===== config.mk =====
export PLATFORM = sky130hd
export DESIGN_NAME = serial_alu_core
export DESIGN_NICKNAME = d
export VERILOG_FILES = /design/src/rtl/serial_alu_core.sv
export SDC_FILE = /design/constraint.sdc
export NUM_CORES = 1
export LEC_CHECK = 0
export CAP_MARGIN = 0
export CORE_UTILIZATION = 54
export CTS_BUF_LIST = sky130_fd_sc_hd__clkbuf_16
export CTS_CLUSTER_DIAMETER = 120
export DETAILED_ROUTE_END_ITERATION = 6
export PLACE_DENSITY = 0.8
export REMOVE_ABC_BUFFERS = 1
export SYNTH_ARGS = -nofsm -noshare
export SYNTH_HDL_FRONTEND = slang
export SYNTH_SLANG_ARGS = --single-unit

===== constraint.sdc =====
create_clock -name clk -period 5.7 [get_ports clk]
set_clock_uncertainty 0.1 [all_clocks]
set_input_delay 1.425 -clock clk [delete_from_list [all_inputs] [get_ports clk]]
set_output_delay 1.425 -clock clk [all_outputs]
set_load 0.01 [all_outputs]

===== src/rtl/serial_alu_core.sv =====
`default_nettype none
// ============================================================================
//  Module      : serial_alu_core
//  Description : Digit-serial integer ALU (AND/OR/ADD/SUB/SLT). Operands are
//                processed SLICE bits per clock, LSB slice first, with the
//                ripple carry held in a register between slices. A
//                start/busy/done handshake frames each operation.
//  Revision    : 1.0 - initial release
// ============================================================================
module serial_alu_core #(
    parameter int WIDTH = 32,
    parameter int SLICE = 4
) (
    input  logic             clk,
    input  logic             rst,
    input  logic             start,
    input  logic [5:0]       ctl,
    input  logic [WIDTH-1:0] a,
    input  logic [WIDTH-1:0] b,
    output logic             busy,
    output logic             done,
    output logic [WIDTH-1:0] result,
    output logic             cout,
    output logic             overflow,
    output logic             zero,
    output logic             illegal
);

    localparam int N  = WIDTH / SLICE;
    localparam int CW = (N > 1) ? $clog2(N) : 1;

    localparam logic [5:0] C_AND = 6'd36;
    localparam logic [5:0] C_OR  = 6'd37;
    localparam logic [5:0] C_ADD = 6'd32;
    localparam logic [5:0] C_SUB = 6'd34;
    localparam logic [5:0] C_SLT = 6'd42;

    typedef enum logic [1:0] {
        S_IDLE = 2'd0,
        S_RUN  = 2'd1,
        S_DONE = 2'd2
    } state_t;

    state_t           state_q, state_d;
    logic [CW-1:0]    cnt_q, cnt_d;
    logic [5:0]       ctl_q, ctl_d;
    logic [WIDTH-1:0] a_q, a_d;
    logic [WIDTH-1:0] b_q, b_d;
    logic             carry_q, carry_d;
    logic [WIDTH-1:0] acc_q, acc_d;
    logic [WIDTH-1:0] result_q, result_d;
    logic             cout_q, cout_d;
    logic             overflow_q, overflow_d;
    logic             zero_q, zero_d;
    logic             illegal_q, illegal_d;
    logic             busy_q, busy_d;
    logic             done_q, done_d;

    // Slice datapath signals
    int               base;
    logic [SLICE-1:0] a_sl, b_sl, b_eff, slice_res;
    logic [SLICE:0]   sum;
    logic             is_sub, is_arith, carry_into_msb, ovf_w;
    logic [WIDTH-1:0] fin;

    // Slice datapath, handshake sequencing and final flag computation
    always_comb begin
        state_d    = state_q;
        cnt_d      = cnt_q;
        ctl_d      = ctl_q;
        a_d        = a_q;
        b_d        = b_q;
        carry_d    = carry_q;
        acc_d      = acc_q;
        result_d   = result_q;
        cout_d     = cout_q;
        overflow_d = overflow_q;
        zero_d     = zero_q;
        illegal_d  = illegal_q;
        busy_d     = busy_q;
        done_d     = 1'b0;

        base     = int'(cnt_q) * SLICE;
        a_sl     = a_q[base +: SLICE];
        b_sl     = b_q[base +: SLICE];
        is_sub   = (ctl_q == C_SUB) || (ctl_q == C_SLT);
        is_arith = is_sub || (ctl_q == C_ADD);
        b_eff    = is_sub ? ~b_sl : b_sl;
        sum      = {1'b0, a_sl} + {1'b0, b_eff} + {{SLICE{1'b0}}, carry_q};
        // Carry into the slice MSB recovered from the sum bit and its inputs
        carry_into_msb = sum[SLICE-1] ^ a_sl[SLICE-1] ^ b_eff[SLICE-1];
        ovf_w          = carry_into_msb ^ sum[SLICE];

        case (ctl_q)
            C_AND:               slice_res = a_sl & b_sl;
            C_OR:                slice_res = a_sl | b_sl;
            C_ADD, C_SUB, C_SLT: slice_res = sum[SLICE-1:0];
            default:             slice_res = '0;
        endcase
        fin = '0;

        case (state_q)
            S_IDLE, S_DONE: begin
                busy_d  = 1'b0;
                state_d = S_IDLE;
                if (start) begin
                    state_d = S_RUN;
                    busy_d  = 1'b1;
                    ctl_d   = ctl;
                    a_d     = a;
                    b_d     = b;
                    carry_d = (ctl == C_SUB) || (ctl == C_SLT);
                    cnt_d   = '0;
                    acc_d   = '0;
                end
            end
            S_RUN: begin
                acc_d[base +: SLICE] = slice_res;
                carry_d = sum[SLICE];
                cnt_d   = cnt_q + 1'b1;
                if (cnt_q == CW'(N - 1)) begin
                    state_d = S_DONE;
                    busy_d  = 1'b0;
                    done_d  = 1'b1;
                    fin     = acc_d;
                    // SLT: sign of the difference, corrected for overflow
                    if (ctl_q == C_SLT) begin
                        fin = {{(WIDTH-1){1'b0}}, fin[WIDTH-1] ^ ovf_w};
                    end
                    result_d   = fin;
                    cout_d     = is_arith & sum[SLICE];
                    overflow_d = is_arith & ovf_w;
                    zero_d     = (fin == '0);
                    illegal_d  = !(is_arith || (ctl_q == C_AND) || (ctl_q == C_OR));
                end
            end
            default: begin
                state_d = S_IDLE;
                busy_d  = 1'b0;
            end
        endcase
    end

    // State and datapath registers, cleared asynchronously
    always_ff @(posedge clk or posedge rst) begin
        if (rst) begin
            state_q    <= S_IDLE;
            cnt_q      <= '0;
            ctl_q      <= '0;
            a_q        <= '0;
            b_q        <= '0;
            carry_q    <= 1'b0;
            acc_q      <= '0;
            result_q   <= '0;
            cout_q     <= 1'b0;
            overflow_q <= 1'b0;
            zero_q     <= 1'b0;
            illegal_q  <= 1'b0;
            busy_q     <= 1'b0;
            done_q     <= 1'b0;
        end else begin
            state_q    <= state_d;
            cnt_q      <= cnt_d;
            ctl_q      <= ctl_d;
            a_q        <= a_d;
            b_q        <= b_d;
            carry_q    <= carry_d;
            acc_q      <= acc_d;
            result_q   <= result_d;
            cout_q     <= cout_d;
            overflow_q <= overflow_d;
            zero_q     <= zero_d;
            illegal_q  <= illegal_d;
            busy_q     <= busy_d;
            done_q     <= done_d;
        end
    end

    assign busy     = busy_q;
    assign done     = done_q;
    assign result   = result_q;
    assign cout     = cout_q;
    assign overflow = overflow_q;
    assign zero     = zero_q;
    assign illegal  = illegal_q;

endmodule
`default_nettype wire

Yosys cells after proc, flatten, opt, wreduce, memory -nomap -nowiden:

Index checks and enable logic that the tools add are counted.

* $add $sub $neg: 4
* equal/unequal tests: 12
* shift-type cells: 4
* mux-type cells: 20
* bitwise operators: 9
* reduce and logical (&&, ||, !) cells: 14

Operators with widths (number)
* 32-bit two-way mux: 4
* 32-bit one-hot mux with 2 select lines: 1
* 32-bit by 6-bit indexed part select with 4-bit output: 2
* 6-bit == test (second input constant): 7
* 5-bit negation with 33-bit output: 1
* 4-bit by 33-bit variable shift with 32-bit output (first input constant): 1
* 4-bit by 33-bit indexed part select with 32-bit output: 1
* 32-bit bitwise mux: 1
* 32-bit logical NOT: 1
* 4-bit one-hot mux with 3 select lines: 1
* 1-bit two-way mux: 6
* 3-bit one-hot mux with 2 select lines: 1
* 2-bit AND reduction: 3
* 4-bit by 4-bit adder with 5-bit output: 1
* 5-bit by 1-bit adder with 5-bit output: 1
* 1-bit logical OR: 5
* 4-bit bitwise AND: 1
* 4-bit two-way mux: 1
* 2-bit inequality test (second input constant): 2
* 4-bit inverter: 1
* 4-bit OR: 1
* 1-bit one-hot mux with 2 select lines: 2
* 2-bit one-hot mux with 2 select lines: 1
* 1-bit XOR: 4
* 12 further kinds: 13

* register bits after elaboration: 146
* output and inout port bits: 38
* word-level logic and storage cells: 77

Longest topological paths before layout:

Gate-level depths: netlist (run 1).

* depth after elaboration: 13
* depth in mapped cells: 16
* mapped depth without buffers: 14

Least setup slack after synthesis (run 1):

OpenSTA, ideal clock, no wires.

* path type: reg-to-reg
* start point: register cnt_q[0]
* end point: register zero_q (netlist: zero)
* library setup time: 92 ps
* arrival time: 3698 ps
* data required time: 5508 ps
* path slack: 1810 ps
* cell stages (with the launch flop): 17
* path buffers: 2
* period minus slack after synthesis: 3890 ps
* cell sequence: dfrtp_1 > buf_6 > buf_12 > mux4_1 > mux2i_1 > xnor2_1 > fa_1 > inv_1 > fa_1 > a21oi_1 > a21oi_1 > xnor2_1 > xnor2_1 > xnor2_1 > xnor2_1 > a2111o_1 > o31ai_2

* longest elaborated chain between the ends: 13
* elaborated cells between the ends (all ways): 23
* classes of those cells: add/sub (3); eq/ne (1); shift (4); mux (6); bitwise (7); reduce/logical (2)

Ends and longest elaborated chain
* start, declared: RTL line 45 `logic [CW-1:0] cnt_q, cnt_d;`
* start signal, assigned: RTL line 163 `cnt_q <= cnt_d;`
* 32-bit by 6-bit indexed part select with 4-bit output: RTL line 85 `b_sl = b_q[base +: SLICE];`
* 4-bit inverter: RTL line 88 `b_eff = is_sub ? ~b_sl : b_sl;`
* 4-bit two-way mux: RTL line 88
* 4-bit by 4-bit adder with 5-bit output: RTL line 89 `sum = {1'b0, a_sl} + {1'b0, b_eff} + {{SLICE{1'b0}}, carry_q};`
* 5-bit by 1-bit adder with 5-bit output: RTL line 89
* 4-bit one-hot mux with 3 select lines / 1-bit XOR (equally long branches): RTL line 94, 91
* 4-bit by 33-bit indexed part select with 32-bit output / 1-bit XOR (equally long branches): RTL line 118, 91
* 32-bit bitwise mux / 1-bit XOR (equally long branches): RTL line 118, 92
* 1-bit XOR: RTL line 128 `fin = {{(WIDTH-1){1'b0}}, fin[WIDTH-1] ^ ovf_w};`
* 32-bit two-way mux: RTL line 127 `if (ctl_q == C_SLT) begin`
* 32-bit two-way mux: RTL line 121 `if (cnt_q == CW'(N - 1)) begin`
* 32-bit two-way mux: RTL line 102 `case (state_q)`
* 32-bit logical NOT: RTL line 133 `zero_d = (fin == '0);`
* end signal, assigned: RTL line 172 `zero_q <= zero_d;`
* end, declared: RTL line 54 `logic zero_q, zero_d;`

Several ways; a longest one is shown, not always the timed one. The select of a mux whose other input is x is not followed.
A chain may end at the register's enable or synchronous reset.

Worst setup path after layout (run 1):

Same ends and word-level chain as after synthesis.

==> results.yml, run 1 <==
timing:
  final-hold-violation-count: 0
  slew-limit-headroom_pct: 31.9
  tns_ns: 0
  drv_slew: 0
  max_freq_mhz: 214
  setup_viol: 0
  worst_pin_slew_ns: 1.02
  fin_crit_ns: 4.67
  rsz0062_at_grt: "no"
  fin_crit_sh_pct: 82.0
min_path:
  hold_path.class: "flop to flop"
pwr:
  power_mw: 5.04
  p_sw_mw: 2.02
  leakage_nw: 4.15
  comb_power_share_pct: 46.5
  p_per_area_nw_per_um2: 561
  swShare_pct: 40.1
  internal_power_mw: 3.02
  irDropWorstVdd_uv: 278
  clkPwrFrac_pct: 21.8
  p_seq_share_pct: 31.7
synth:
  synth-xor-area-share_pct: 1.22
  synthArstFlopShare_pct: 100
  ys.flop_type: "dfrtp_1"
  ys_seq_area_share_pct: 50.4
  synth_top_family_by_area: "simple AND/OR/NAND/NOR gates"
  yosysTopAreaCell: "dfrtp_1"
  synth_seq_cells: 145
  synth_compound_area_share_pct: 14.1
  yosys_warnings: 0
  synth.area.top_cells: "dfrtp_1 (50%), nand2_1 (14%), mux4_1 (4.4%), o21ai_0 (3.5%), a32o_1 (2.6%)"
  synth_cells: 754
  synth_edf_count: 0
  synth_top_area_share_pct: 50.4
  synth_simple_gate_area_share_pct: 20.5
  synth_adder_area_share_pct: 3.06
  synthMuxAreaShare_pct: 7.14
  syn_avg_cell_area_um2: 9.55
  synth_cell_type_count: 63
  syn-cell-area_um2: 7200
clock_tree:
  cts-resized-gates: 0
  htree_levels: 4
  post_cts_buffers: 0
  cts_hold_buf: 0
  clk_latency_ns: 0.43
  clock-root-buffer: "clkbuf_16"
  clk_pin_slew_ns: 0.06
  cts_tree: "built"
  cts_buffers: 17
  cts_sinks: 145
  clockBufferDepth: 2
floorplan:
  die_h_um: 117
  coreArea_um2: 12800
  die-area_um2: 13800
  dieWidth_um: 117
  pin_count: 111
  start_util_pct: 56.2
  num_rows: 41
cells_and_area:
  n_antenna_cell: 0
  syn_to_final_growth_pct: 24.7
  layout_commonest_cell: "nand2_1"
  layout_common_cells: "nand2_1 (267), dfrtp_1 (145), clkdlybuf4s50_1 (110), o21ai_0 (51), nor2_1 (31)"
  nets: 933
  drive_above_1_share_pct: 6.40
global_route:
  antenna_found_initial: 0
  grt.total_usage_pct: 27.2
  grt_pass1_vias: 5946
  grt_max_degree: 118
  gr-total-overflow: 0
  grt_pass1_wl_um: 29600
critical_path:
  path_max_fanout: 18
  crit_required_ns: 5.93
  worstSetupStartpointType: "flop"
  arrival_ns: 4.91
  path_class: "flop to flop"
  end_kind: "flop"
placed_design:
  place_congestion: 0.884
  dp_hpwl_um: 12500
  port_buffers: 110
detailed_routing:
  finalWirelength_um: 17900
  wire_per_inst_um: 17.3
  via_count: 6002
  drt_iter0_markers: 450
  drc: 0
  antenna_left: 0
  first_pass_iters: 5
  vias_per_cell: 5.82
status:
  status: "finished, final reports clean"
flow_run:
  cap_violations: 0
cells in the mapped netlist (4+ instances only):
cell / n
nand3_1: 14
a22oi_1: 12
nand2b_1: 5
nor3_1: 4
mux4_2: 4
ha_1: 11
a22o_1: 16
dfrtp_1: 145
mux2i_1: 6
inv_1: 13
nor4_1: 4
mux4_1: 12
xnor2_1: 7
nor2_1: 31
o21ai_0: 51
nand4_1: 5
a31oi_1: 5
nand2_1: 267
clkbuf_1: 37
nor2b_1: 9
and3_1: 6
a21oi_1: 11
a32o_1: 19
worst max-delay path, cell delays in order, from the launching register on:
cell and delay, ns:
dfrtp_1 0.94, mux4_1 0.66, mux2i_1 0.35, xnor2_1 0.18, fa_1 0.22, inv_1 0.06
fa_1 0.39, xor2_1 0.19, a22o_1 0.51, a32oi_2 0.32, nand2_1 0.09, a2111o_1 0.39
o31ai_2 0.18
logic make-up (layout without fill, tap and decap cells):
logic type | count (synthesis) | in the layout
buffers and inverters | 59 | 165
AOI/OAI and AO/OA | 142 | 142
DFF | 145 | 145
adders and majority gates | 17 | 17
xor gates and xnor gates | 10 | 10
muxes | 26 | 26
and+or+nand+nor | 355 | 355
metal layers:
layer / share of wire [%] / global-route usage (%) / vias to the layer above
li1: - / - / 2807
met3: 5.8 / 6.10 / 35
met2: 50 / 46.0 / 237
met5: 0 / 0 / -
met4: 2.4 / 10.5 / 0
met1: 42 / 34.2 / 2923
registers in the layout (all words and copies together), names as in the netlist:
name	count
a_q	32
acc_q	32
b_q	32
result	32
ctl_q	6
cnt_q	3
state_q	2
carry_q	1
cout	1
done	1
illegal	1
overflow	1
zero	1
final cells by class:
class	instances	area, µm²
fillers	954	3840
flip-flops and latches	145	3630
multi-input cells	550	3330
repair buffers	120	1180
clock buffers	17	425
well taps	172	215
clock inverters	15	151
inverters	13	53.8
path summary, 6_finish.rpt:
path | from | cells after the start | endpoint | slack (ns)
max | cnt_q[0] | 12 | zero | 1.03
min | a_q[4] | 2 | a_q[4] | 0.37
min in group asynchronous | rst | 2 | a_q[12] | 1.52
min reg2reg | a_q[4] | 2 | a_q[4] | 0.37
max in group asynchronous | rst | 3 | a_q[15] | 2.97
max reg2reg | cnt_q[0] | 12 | zero | 1.03
power by group through the flow:
stage,Combinational (mW),Clock (mW),Sequential (mW)
after global placement,2.26,0,1.59
after global routing,2.58,1.15,1.64
after detailed placement,2.32,0,1.61
final,2.34,1.10,1.60
after floorplan,1.65,0,1.56
after CTS,2.34,1.10,1.60
stage by stage:
| stage | setup WS, ns | hold WS, ns | util [%] | cell area [µm²] | cells |
|---|---|---|---|---|---|
| 6_report | 1.03 | 0.372 | 70.0 | 8980 | 1032 |
| 5_1_grt | 0.708 | 0.396 | 70.0 | 8980 | 1032 |
| 4_1_cts | 1.03 | 0.371 | 70.0 | 8980 | 1032 |
| 3_5_place_dp | 1.05 | 0.357 | 65.5 | 8400 | 1000 |
| 3_3_place_gp | 1.15 | 0.351 | 65.5 | 8400 | 1000 |
| 2_1_floorplan | 0.280 | 0.337 | - | 6990 | 708 |
Power figures use the tool's default switching activity.
==> inputs of run 2 (changes only) <==
clock period = 4.5 ns   (was 5.7 ns; I/O delays follow)
==> results.yml, run 2 (synthesis gave the netlist of run 1 again) <==
status:
  status: "finished, final reports clean"
timing:
  final-hold-violation-count: 0
  fin_crit_sh_pct: 93.5
  drv_slew: 0
  fin_crit_ns: 4.21
  tns_ns: 0
  worst_pin_slew_ns: 0.776
  setup_viol: 0
  slew-limit-headroom_pct: 47.9
  rsz0062_at_grt: "no"
  max_freq_mhz: 238
critical_path:
  reg2reg_depth: 13
  r2r_end: "zero"
  worstSetupStartpointType: "flop"
  end_kind: "flop"
  crit_path_cell_trace: "mux4_2 > mux2i_1 > fa_1 > inv_1 > fa_1 > a21oi_1 > a21oi_1 > xnor2_1 > xnor2_1 > xnor2_1 > xnor2_1 > a2111o_1 > o31ai_2"
  path_max_fanout: 18
  crit_required_ns: 4.74
  max_stage_delay_ns: 0.77
  critPathBufInv: 1
  cp.depth: 13
  path_class: "flop to flop"
  cpMostUsedCell: "xnor2_1"
  arrival_ns: 4.45
  rr_startpoint: "cnt_q[2]"
  crit_family: "compound AO/OA/AOI/OAI gates"
  crit_slowest_cell: "dfrtp_1"
  r2r_slack_ns: 0.29
cells_and_area:
  fillers: 998
  n_antenna_cell: 0
  syn_to_final_growth_pct: 25.4
  layout_common_cells: "nand2_1 (267), dfrtp_1 (145), clkdlybuf4s50_1 (110), o21ai_0 (51), nor2_1 (31)"
  layout_commonest_cell: "nand2_1"
  layout.cells.non_filler: 1037
  nets: 938
  drive_above_1_share_pct: 7.17
pwr:
  clkPwrFrac_pct: 21.1
  irDropWorstVdd_uv: 386
  leakage_nw: 4.17
  swShare_pct: 40.9
  p_per_area_nw_per_um2: 716
  comb_power_share_pct: 48.0
  p_sw_mw: 2.64
  p_seq_share_pct: 30.9
  internal_power_mw: 3.82
global_route:
  grt_pass1_wl_um: 30900
  grt_max_degree: 79
  grt_pass1_vias: 6089
  gr-total-overflow: 0
  antenna_found_initial: 0
  grt.total_usage_pct: 28.7
clock_tree:
  post_cts_buffers: 0
  htree_levels: 4
  clock-root-buffer: "clkbuf_16"
  cts-resized-gates: 0
  clk_pin_slew_ns: 0.06
  cts_buffers: 17
  clk_latency_ns: 0.43
  cts_hold_buf: 0
  cts_tree: "built"
  cts_sinks: 145
  clockBufferDepth: 2
flow_run:
  cap_violations: 0
min_path:
  min_to: "ctl_q[5]"
  whs_path_depth: 2
  min_from: "ctl_q[5]"
  hold_path.class: "flop to flop"
placed_design:
  dp.cells: 1005
  port_buffers: 110
  dp_hpwl_um: 13200
  place_congestion: 0.895
floorplan:
  die_h_um: 117
  pin_count: 111
  dieWidth_um: 117
  die-area_um2: 13800
  coreArea_um2: 12800
  num_rows: 41
  start_util_pct: 56.2
detailed_routing:
  via_count: 6026
  wire_per_inst_um: 18.0
  drc: 0
  finalWirelength_um: 18700
  drt_iter0_markers: 547
  antenna_left: 0
  first_pass_iters: 5
  vias_per_cell: 5.81
==> run 2: layout make-up <==
cell class	instances	area (µm²)	share of cell area (%)
clock buffer	17	425	4.71
clock inverter	15	145	1.61
inverter	13	53.8	0.596
multi-input combinational	550	3320	36.8
sequential	145	3630	40.2
tap	172	215	2.38
timing repair buffer	125	1240	13.7
==> run 2: worst reg2reg max path: cells and delay by family (launching register included) <==
| kind | cells | cell delay [ns] |
|---|---|---|
| flip-flops | 1 | 0.77 |
| XOR/XNOR | 4 | 0.69 |
| multiplexers | 2 | 0.80 |
| adder cells (fa/ha/maj) | 2 | 0.67 |
| AO/OA/AOI/OAI | 4 | 1.02 |
| buffers and inverters | 1 | 0.05 |
==> run 2: worst max path at each step <==
| stage | end | slack [ns] | start |
|---|---|---|---|
| final | zero | 0.29 | cnt_q[2] |
| after global routing | zero | 0.02 | cnt_q[2] |
| after CTS | zero | 0.33 | cnt_q[0] |
| after detailed placement | zero | 0.35 | cnt_q[0] |
| after global placement | zero | 0.49 | cnt_q[0] |
| after floorplan | a_q[0] | -0.62 | rst |
==> run 2: power groups by stage <==
stage	sequential, mW	combinational, mW	clock [mW]
after global routing	2.05	3.42	1.43
after floorplan	1.98	2.09	0
after detailed placement	2.02	3.06	0
final	2.00	3.10	1.37
after global placement	1.99	2.96	0
after CTS	2.00	3.09	1.38
==> run 2: stage by stage <==
stage | utilization [%] | hold WS, ns | setup WS (ns) | power, mW | area, µm²
finish | 70.4 | 0.365 | 0.293 | 6.47 | 9030
global route | 70.4 | 0.391 | 0.0185 | 6.91 | 9030
CTS | 70.4 | 0.370 | 0.326 | 6.47 | 9030
detailed placement | 66.0 | 0.355 | 0.354 | 5.08 | 8460
global placement | 66.0 | 0.350 | 0.493 | 4.95 | 8460
floorplan | - | 0.337 | -0.620 | 4.07 | 6990
==> run 2: per-layer routing <==
metal  vias up  wire, µm  part of all wire [%]  global-route usage [%]
met1      2971      7840                    42                    36.3
met2       209      9430                    51                    48.6
li1       2811         -                     -                       -
met5         -         0                     0                       0
met4         0       425                   2.3                    11.6
met3        35       976                   5.2                    5.43
